`src/rtl/branch_redirect_ctrl.sv`:
```
// EX-stage control-hazard controller: resolves branches/jumps against the
// front-end prediction, issues a registered redirect, and drains wrong-path slots.
module branch_redirect_ctrl #(
    parameter int XLEN         = 64,
    parameter int CNT_W        = 32,
    parameter int DRAIN_CYCLES = 1
) (
    input  logic             clk,
    input  logic             rstn,
    input  logic             ex_valid,
    input  logic             ex_is_branch,
    input  logic             ex_is_jump,
    input  logic             ex_cond_true,
    input  logic             ex_pred_taken,
    input  logic [XLEN-1:0]  ex_pc_plus4,
    input  logic [XLEN-1:0]  ex_target,
    input  logic             pipe_stall,
    output logic [1:0]       b_stall,
    output logic [XLEN-1:0]  redirect_pc,
    output logic             flush_if_id,
    output logic             flush_id_ex,
    output logic             busy,
    output logic [CNT_W-1:0] branch_cnt,
    output logic [CNT_W-1:0] mispred_cnt
);
    typedef enum logic [1:0] {IDLE, REDIRECT, DRAIN} state_t;

    localparam logic [2:0]       DRAIN_LOAD = 3'(DRAIN_CYCLES);
    localparam logic [CNT_W-1:0] CNT_ONE    = {{(CNT_W-1){1'b0}}, 1'b1};

    state_t            state_reg, state_next;
    logic [2:0]        drain_reg, drain_next;
    logic [1:0]        b_stall_reg, b_stall_next;
    logic [XLEN-1:0]   redirect_pc_reg, redirect_pc_next;
    logic              flush_reg, flush_next;
    logic              busy_reg, busy_next;
    logic [CNT_W-1:0]  branch_cnt_reg, branch_cnt_next;
    logic [CNT_W-1:0]  mispred_cnt_reg, mispred_cnt_next;

    logic resolve;
    logic actual;
    logic mispredict;

    // Jump wins over branch when both flags are set.
    assign actual     = ex_is_jump | (ex_is_branch & ex_cond_true);
    assign resolve    = ex_valid & (ex_is_branch | ex_is_jump) & ~pipe_stall & (state_reg == IDLE);
    assign mispredict = resolve & (actual != ex_pred_taken);

    always_comb begin
        state_next       = state_reg;
        drain_next       = drain_reg;
        b_stall_next     = b_stall_reg;
        redirect_pc_next = redirect_pc_reg;
        flush_next       = flush_reg;
        busy_next        = busy_reg;
        branch_cnt_next  = branch_cnt_reg;
        mispred_cnt_next = mispred_cnt_reg;

        case (state_reg)
            IDLE: begin
                if (resolve && !(&branch_cnt_reg))
                    branch_cnt_next = branch_cnt_reg + CNT_ONE;
                if (mispredict) begin
                    if (!(&mispred_cnt_reg))
                        mispred_cnt_next = mispred_cnt_reg + CNT_ONE;
                    b_stall_next     = actual ? 2'b01 : 2'b10;
                    redirect_pc_next = actual ? ex_target : ex_pc_plus4;
                    flush_next       = 1'b1;
                    busy_next        = 1'b1;
                    state_next       = REDIRECT;
                end
            end
            REDIRECT: begin
                // A stalled pipe has not consumed the redirect yet; hold everything.
                if (!pipe_stall) begin
                    b_stall_next = 2'b00;
                    flush_next   = 1'b0;
                    if (DRAIN_CYCLES > 0) begin
                        drain_next = DRAIN_LOAD;
                        state_next = DRAIN;
                    end else begin
                        busy_next  = 1'b0;
                        state_next = IDLE;
                    end
                end
            end
            DRAIN: begin
                if (!pipe_stall) begin
                    if (drain_reg <= 3'd1) begin
                        drain_next = 3'd0;
                        busy_next  = 1'b0;
                        state_next = IDLE;
                    end else begin
                        drain_next = drain_reg - 3'd1;
                    end
                end
            end
            default: begin
                state_next = IDLE;
            end
        endcase
    end

    always_ff @(posedge clk or negedge rstn) begin
        if (!rstn) begin
            state_reg       <= IDLE;
            drain_reg       <= 3'd0;
            b_stall_reg     <= 2'b00;
            redirect_pc_reg <= '0;
            flush_reg       <= 1'b0;
            busy_reg        <= 1'b0;
            branch_cnt_reg  <= '0;
            mispred_cnt_reg <= '0;
        end else begin
            state_reg       <= state_next;
            drain_reg       <= drain_next;
            b_stall_reg     <= b_stall_next;
            redirect_pc_reg <= redirect_pc_next;
            flush_reg       <= flush_next;
            busy_reg        <= busy_next;
            branch_cnt_reg  <= branch_cnt_next;
            mispred_cnt_reg <= mispred_cnt_next;
        end
    end

    assign b_stall     = b_stall_reg;
    assign redirect_pc = redirect_pc_reg;
    assign flush_if_id = flush_reg;
    assign flush_id_ex = flush_reg;
    assign busy        = busy_reg;
    assign branch_cnt  = branch_cnt_reg;
    assign mispred_cnt = mispred_cnt_reg;
endmodule

```
`config.mk`:
```
export PLATFORM = sky130hd
export DESIGN_NAME = branch_redirect_ctrl
export DESIGN_NICKNAME = d
export VERILOG_FILES = /design/src/rtl/branch_redirect_ctrl.sv
export SDC_FILE = /design/constraint.sdc
export NUM_CORES = 1
export LEC_CHECK = 0
export CORE_AREA = 5 5 133 135
export CTS_BUF_LIST = sky130_fd_sc_hd__clkbuf_2 sky130_fd_sc_hd__clkbuf_4 sky130_fd_sc_hd__clkbuf_8
export DETAILED_ROUTE_END_ITERATION = 10
export DIE_AREA = 0 0 138 140
export PLACE_DENSITY = 0.8
export SLEW_MARGIN = 20
export SYNTH_ARGS = -nofsm -noshare
export SYNTH_HDL_FRONTEND = slang
export SYNTH_SLANG_ARGS = --single-unit
```
`constraint.sdc`:
```
create_clock -name clk -period 2.1 [get_ports clk]
set_clock_uncertainty 0.15 [all_clocks]
set_input_delay 0.315 -clock clk [delete_from_list [all_inputs] [get_ports clk]]
set_output_delay 0.315 -clock clk [all_outputs]
set_load 0.01 [all_outputs]
```
==> out/qor.yml, run 1 <==
run_status: "finished, violations left"
violations_in_the_final_reports: "setup timing"
critical_path_class: "reg2reg"
fin_total_pwr_mw: 10.5
dp_hpwl_um: 15700
cp_max_fo: 4
finalCriticalPeriod_ns: 2.16
static-leakage-power_nw: 4.65
core-area_sq_um: 16300
final_cell_mix: "sky130_fd_sc_hd__clkdlybuf4s50_1, sky130_fd_sc_hd__nand2_1, sky130_fd_sc_hd__dfrtp_1, sky130_fd_sc_hd__buf_4, sky130_fd_sc_hd__nor2_1"
cts_root_buffer: "sky130_fd_sc_hd__clkbuf_8"
critical_path_buf_inv_count: 2
rows: 47
wl_met3_um: 1340
io_buffers: 268
routed_wirelength_normalized_by_instance_count_um: 16.9
syn_nets: 816
critical_path_cell_count: 8
worst-endpoint-required_ns: 2.26
max_cap_violations: 0
synthCells: 677
htreeDepth: 4
dr.first_iter.drc_count: 293
timing.rr.start: "mispred_cnt[1]"
fp.dieW_um: 138
synth_edf_count: 0
critPathMostFrequentCell: "sky130_fd_sc_hd__buf_6"
finalHoldWorstSlack_ns: 0.233
synthToLayoutAreaGrowth_pct: 70.7
clock_path_buffers: 2
cts_tree: "built"
timing.final.ws_setup_ns: -0.0610
post_synth_num_cell_types: 47
finalNonFillerCells: 1277
holdCritPathClass: "in2async"
synth_area_leader_cell: "sky130_fd_sc_hd__dfrtp_1"
routed-via-count: 6456
first_pass_iters: 5
final_common_cell: "sky130_fd_sc_hd__clkdlybuf4s50_1"
global_route.usage.total_pct: 20.9
wl_um: 21600
postRouteAntennaNets: 0
grt_first_pass_wirelength_um: 33200
grt_setup_unrepaired: "yes"
routed.top_layer: "met4"
worst_slew_pin_slew_ns: 0.711
cp_cell_sequence: "ha_4 -> nand3_4 -> or4_4 -> o211ai_4 -> buf_6 -> buf_6 -> nor2_2 -> xor2_1"
post_synth_instance_area_sq_um: 6380
max_freq_ghz: 0.463
post_layout_nets: 1183
pwr_density_cell_nw_per_um2: 960
detail_route.wirelength.met1_um: 8820
worstRegToRegCells: 8
synth_seq_cells: 137
avgSynthCellArea_sq_um: 9.42
crit_arrival_ns: 2.32
worst_r2r_endpoint: "mispred_cnt[3]"
initial_core_util_pct: 39.0
maximum_number_of_pins_on_one_net_before_global_route_repair: 66
final-max-slew-violation-count: 0
end_kind: "flip-flop"
die_outline_area_sq_um: 19300
synth.area.top_cells: "sky130_fd_sc_hd__dfrtp_1, sky130_fd_sc_hd__nand2_1, sky130_fd_sc_hd__xnor2_1, sky130_fd_sc_hd__a31oi_1, sky130_fd_sc_hd__nor2_1"
final_hold_viol_count: 0
detail_route.drc_violations: 0
first_global_vias: 6543
fp.dieH_um: 140
cpMaxStageDelayCell: "sky130_fd_sc_hd__or4_4"
synth_top_cell_area_share_pct: 53.7
worstSkewPairLatency_ns: 0.42
final-setup-viol-count: 15
timing.max_slew.rel_slack_pct: 52.6
synth-seq-area-share_pct: 53.7
grt_overflow: 0
grt_antenna_before_repair: 0
boundaryPins: 269
routed_via_density: 5.06
power.ir.vdd_worst_v: 0.000713
post-place-cells: 1231
gpl.final_weighted_congestion: 0.859
wl_met2_um: 10900
timing.final.crit_share_pct: 103
largest_register_ff_count: 64
postSynth.topFlopCell: "sky130_fd_sc_hd__dfrtp_1"
diodes: 0
cts_buffers: 17
yosys_warns: 0
post_route_cells_drive_above_1_share_pct: 17.3
setup.reg_to_reg.worst_slack_ns: -0.06
startpoint_type: "flip-flop"
cts_num_sinks: 137
async_flop_share_pct: 100
reg_clk_slew_reported_paths_ns: 0.08
cpLargestDelayFamily: "simple AND/OR/NAND/NOR gates"
cpPeakStageDelay_ns: 0.54
[worst reg2reg max path, cell delays in order (launching register included)]
cell,delay [ns]
sky130_fd_sc_hd__dfrtp_1,0.39
sky130_fd_sc_hd__ha_4,0.17
sky130_fd_sc_hd__nand3_4,0.07
sky130_fd_sc_hd__or4_4,0.54
sky130_fd_sc_hd__o211ai_4,0.25
sky130_fd_sc_hd__buf_6,0.17
sky130_fd_sc_hd__buf_6,0.11
sky130_fd_sc_hd__nor2_2,0.04
sky130_fd_sc_hd__xor2_1,0.16
[cell usage after synthesis, types with 2 or more instances]
master,instances
sky130_fd_sc_hd__a21o_1,2
sky130_fd_sc_hd__a21oi_1,7
sky130_fd_sc_hd__a31oi_1,67
sky130_fd_sc_hd__and2_1,3
sky130_fd_sc_hd__and3_1,11
sky130_fd_sc_hd__and4_1,7
sky130_fd_sc_hd__buf_2,10
sky130_fd_sc_hd__buf_4,5
sky130_fd_sc_hd__clkbuf_1,17
sky130_fd_sc_hd__dfrtp_1,137
sky130_fd_sc_hd__ha_1,3
sky130_fd_sc_hd__inv_1,10
sky130_fd_sc_hd__nand2_1,147
sky130_fd_sc_hd__nand3_1,28
sky130_fd_sc_hd__nand4_1,26
sky130_fd_sc_hd__nor2_1,84
sky130_fd_sc_hd__nor3_1,7
sky130_fd_sc_hd__nor4_1,5
sky130_fd_sc_hd__o2111ai_1,2
sky130_fd_sc_hd__o21a_1,2
sky130_fd_sc_hd__o21ai_0,9
sky130_fd_sc_hd__or4_1,3
sky130_fd_sc_hd__xnor2_1,50
sky130_fd_sc_hd__xor2_1,12
[logic make-up after synthesis]
| kind of cell | after synthesis | share of synthesized area (%) |
|---|---|---|
| buffers and inverters | 44 | 3.20 |
| adders and majority gates | 3 | 0.588 |
| AOI/OAI and AO/OA | 98 | 10.1 |
| xor gates and xnor gates | 62 | 8.51 |
| and+or+nand+nor | 331 | 23.6 |
| DFF | 137 | 53.7 |
| muxes | 2 | 0.353 |
[per-stage QoR]
stage | utilization [%] | instance area (sq um) | setup WS (ns) | TNS [ns]
after floorplan | - | 6410 | -0.0878 | -0.0878
after global placement | 61.6 | 10100 | -0.255 | -17.25
after detailed placement | 61.6 | 10100 | -0.253 | -20.13
after CTS | 65.0 | 10600 | -0.0394 | -0.214
after global routing | 66.6 | 10900 | -0.154 | -2.29
final | 66.6 | 10900 | -0.0610 | -0.420
[what timing repair did]
| action | in CTS | in global routing |
|---|---|---|
| hold buffers | 1 | 0 |
| buffers inserted | 4 | 7 |
| endpoints found under the hold margin | 38 | 0 |
| setup endpoints to repair | 9 | 65 |
| gates cloned | 0 | 2 |
| pin swaps | 7 | 13 |
| resized for setup | 4 | 30 |
[routing by layer]
layer  global-route usage, %  vias to the layer above
li1                        -                     3093
met1                    24.9                     3097
met5                       0                        -
met4                    7.33                        0
met3                    6.13                       33
met2                    36.3                      233
[where the power goes]
part           total, mW  internal [mW]  leakage (nW)  switching (mW)
clock network       2.64           1.63         0.253            1.01
logic               3.94           2.27          2.72            1.67
registers           3.87           3.40          1.68           0.475
total               10.5           7.30          4.65            3.16
[worst max-delay path by stage]
| stage | to | slack [ns] | from |
|---|---|---|---|
| final | mispred_cnt[3] | -0.06 | mispred_cnt[1] |
| after floorplan | mispred_cnt[1] | -0.09 | mispred_cnt[1] |
| after global routing | mispred_cnt[22] | -0.15 | mispred_cnt[1] |
| after CTS | mispred_cnt[1] | -0.04 | mispred_cnt[1] |
| after global placement | branch_cnt[1] | -0.25 | pipe_stall |
| after detailed placement | redirect_pc[59] | -0.25 | pipe_stall |
[final cells by class]
cell class	count	area, sq um
multi-input combinational	496	2900
tap	220	275
clock inverter	12	218
fill	1292	5460
clock buffer	20	275
sequential	137	3430
timing repair buffer	382	3750
inverter	10	37.5
No activity file was read; power rests on OpenSTA's default activity.
==> run 2, diff against run 1 <==
--- a/constraint.sdc
+++ b/constraint.sdc
@@ -4,2 +4,2 @@
 set_output_delay 0.315 -clock clk [all_outputs]
-set_load 0.01 [all_outputs]
+set_load 0.05 [all_outputs]
==> run 2 against run 1 <==
  * The flow now finishes without violations
  * Clock power is 9.5% lower
  * Worst hold slack worse by 0.0028 ns
  * Core utilization is 0.22 points lower
  * Via count hardly changed
  * Critical endpoint is now mispred_cnt[8]
  * Largest cell class unchanged
  * Largest power group unchanged
  * Highest routed layer unchanged
==> out/qor.yml, run 2 (synthesized netlist as in run 1, its figures left out) <==
cts_tree: "built"
cpLargestDelayFamily: "simple AND/OR/NAND/NOR gates"
post-place-cells: 1239
cp_cell_sequence: "ha_4 -> nand3_4 -> or4_4 -> o211ai_4 -> buf_6 -> buf_4 -> nor3_2 -> xor2_1"
global_route.usage.total_pct: 21.3
maximum_number_of_pins_on_one_net_before_global_route_repair: 67
finalCriticalPeriod_ns: 2.08
dp_hpwl_um: 15800
routed_via_density: 5.02
boundaryPins: 269
initial_core_util_pct: 39.0
timing.final.ws_setup_ns: 0.0228
largest_register_ff_count: 64
cpMaxStageDelayCell: "sky130_fd_sc_hd__or4_4"
power.ir.vdd_worst_v: 0.000801
max_cap_violations: 0
grt_overflow: 0
io_buffers: 268
finalNonFillerCells: 1284
run_status: "completed"
timing.final.crit_share_pct: 98.9
grt_antenna_before_repair: 0
worst_r2r_endpoint: "mispred_cnt[8]"
cp_max_fo: 8
cts_num_sinks: 137
startpoint_type: "flip-flop"
clock_path_buffers: 2
postRouteAntennaNets: 0
final_sum_of_negative_setup_slack_ns: 0
cts_buffers: 17
critical_path_class: "reg2reg"
postLayoutCoreUtil_pct: 66.4
multiInputGateArea_sq_um: 2930
core-area_sq_um: 16300
worst_slew_pin_slew_ns: 0.731
post_route_cells_drive_above_1_share_pct: 24.7
holdCritPathClass: "in2async"
routed_wirelength_normalized_by_instance_count_um: 16.8
die_outline_area_sq_um: 19300
static-leakage-power_nw: 4.92
timing.max_slew.rel_slack_pct: 51.3
routed-via-count: 6450
first_global_vias: 6483
final_hold_viol_count: 0
final_common_cell: "sky130_fd_sc_hd__nand2_1"
reg_clk_slew_reported_paths_ns: 0.09
final-max-slew-violation-count: 0
grt.busiest_layer: "met2"
fp.dieW_um: 138
fin_total_pwr_mw: 12.1
setup.reg_to_reg.worst_slack_ns: 0.02
detail_route.drc_violations: 0
wl_um: 21500
post_layout_nets: 1190
grt_first_pass_wirelength_um: 33700
nFillCells: 1319
final-setup-viol-count: 0
critical_path_buf_inv_count: 2
critical_path_origin: "mispred_cnt[1]"
max_freq_ghz: 0.481
pwr_density_cell_nw_per_um2: 1110
first_pass_iters: 5
place_ws_ns: -0.304
timing.rr.start: "mispred_cnt[1]"
critical_path_cell_count: 8
crit_arrival_ns: 2.26
fp.dieH_um: 140
dr.first_iter.drc_count: 335
synthToLayoutAreaGrowth_pct: 70.1
worst-endpoint-required_ns: 2.28
worstSetupEndpoint: "mispred_cnt[8]"
cts_root_buffer: "sky130_fd_sc_hd__clkbuf_8"
htreeDepth: 4
diodes: 0
ff_latch_area_sq_um: 3490
final_cell_mix: "sky130_fd_sc_hd__nand2_1, sky130_fd_sc_hd__clkdlybuf4s50_1, sky130_fd_sc_hd__buf_4, sky130_fd_sc_hd__dlygate4sd2_1, sky130_fd_sc_hd__dfrtp_1"
grt_setup_unrepaired: "yes"
worstRegToRegCells: 8
cpPeakStageDelay_ns: 0.53
worstSkewPairLatency_ns: 0.44
rows: 47
global_route_met2_utilization_pct: 35.3
global_route.usage.met3_pct: 6.48
gpl.final_weighted_congestion: 0.821
end_kind: "flip-flop"
grt.met1_usage_pct: 26.1
==> run 2: cell count changes in the layout (fill, tap and decap cells not counted), moves of 5 or more <==
cell                              before  now
sky130_fd_sc_hd__buf_12                8   15
sky130_fd_sc_hd__dfrtp_2               4   47
sky130_fd_sc_hd__clkinvlp_4            0    5
sky130_fd_sc_hd__nand3_2               2    9
sky130_fd_sc_hd__nand3_1              26   19
sky130_fd_sc_hd__clkdlybuf4s50_1     267  135
sky130_fd_sc_hd__dfrtp_1             133   90
sky130_fd_sc_hd__dlygate4sd2_1         0   98
sky130_fd_sc_hd__buf_4                93  122
sky130_fd_sc_hd__dlymetal6s2s_1        0    8
==> run 2: how the worst min path moves through the flow <==
stage / slack [ns] / endpoint / depth (start not counted)
final: 0.23 / branch_cnt[0] / 2
after global routing: 0.24 / redirect_pc[49] / 3
after CTS: 0.22 / branch_cnt[24] / 2
after detailed placement: 0.15 / branch_cnt[21] / 1
after global placement: 0.15 / branch_cnt[0] / 1
after floorplan: -0.13 / b_stall[0] / 0
==> run 2: cell type report <==
cell class	instances	share of cell area [%]
Clock buffer	17	2.16
Clock inverter	15	1.83
Inverter	10	0.346
Multi-Input combinational cell	496	27.0
Sequential cell	137	32.1
Timing Repair Buffer	389	34.0
Tap cell	220	2.54
==> run 2: power by group <==
| part | leakage [nW] | switching [mW] | total [mW] | internal, mW |
|---|---|---|---|---|
| clock | 0.204 | 1.10 | 2.39 | 1.29 |
| combinational | 3.10 | 3.97 | 5.83 | 1.86 |
| sequential | 1.61 | 0.465 | 3.87 | 3.41 |
| total | 4.92 | 5.53 | 12.1 | 6.56 |
==> run 2: layer usage <==
layer,vias up,routed length [um]
li1,3104,-
met1,3069,8820
met2,231,10500
met3,46,1460
met4,0,696
met5,-,0
==> run 2: through the flow <==
stage	hold slack, ns	cell area [sq um]
after floorplan	-0.131	6520
after global placement	0.146	10300
after detailed placement	0.145	10300
after CTS	0.218	10600
after global routing	0.239	10900
final	0.230	10900
==> run 2: repair_timing <==
| action | 4_1_cts | 5_1_grt |
|---|---|---|
| hold buffers | 1 | 0 |
| gates cloned | 0 | 3 |
| setup buffers | 1 | 8 |
| pin swaps | 1 | 8 |
| endpoints found under the hold margin | 45 | 0 |
| setup endpoints to repair | 99 | 72 |
| resized for setup | 100 | 28 |
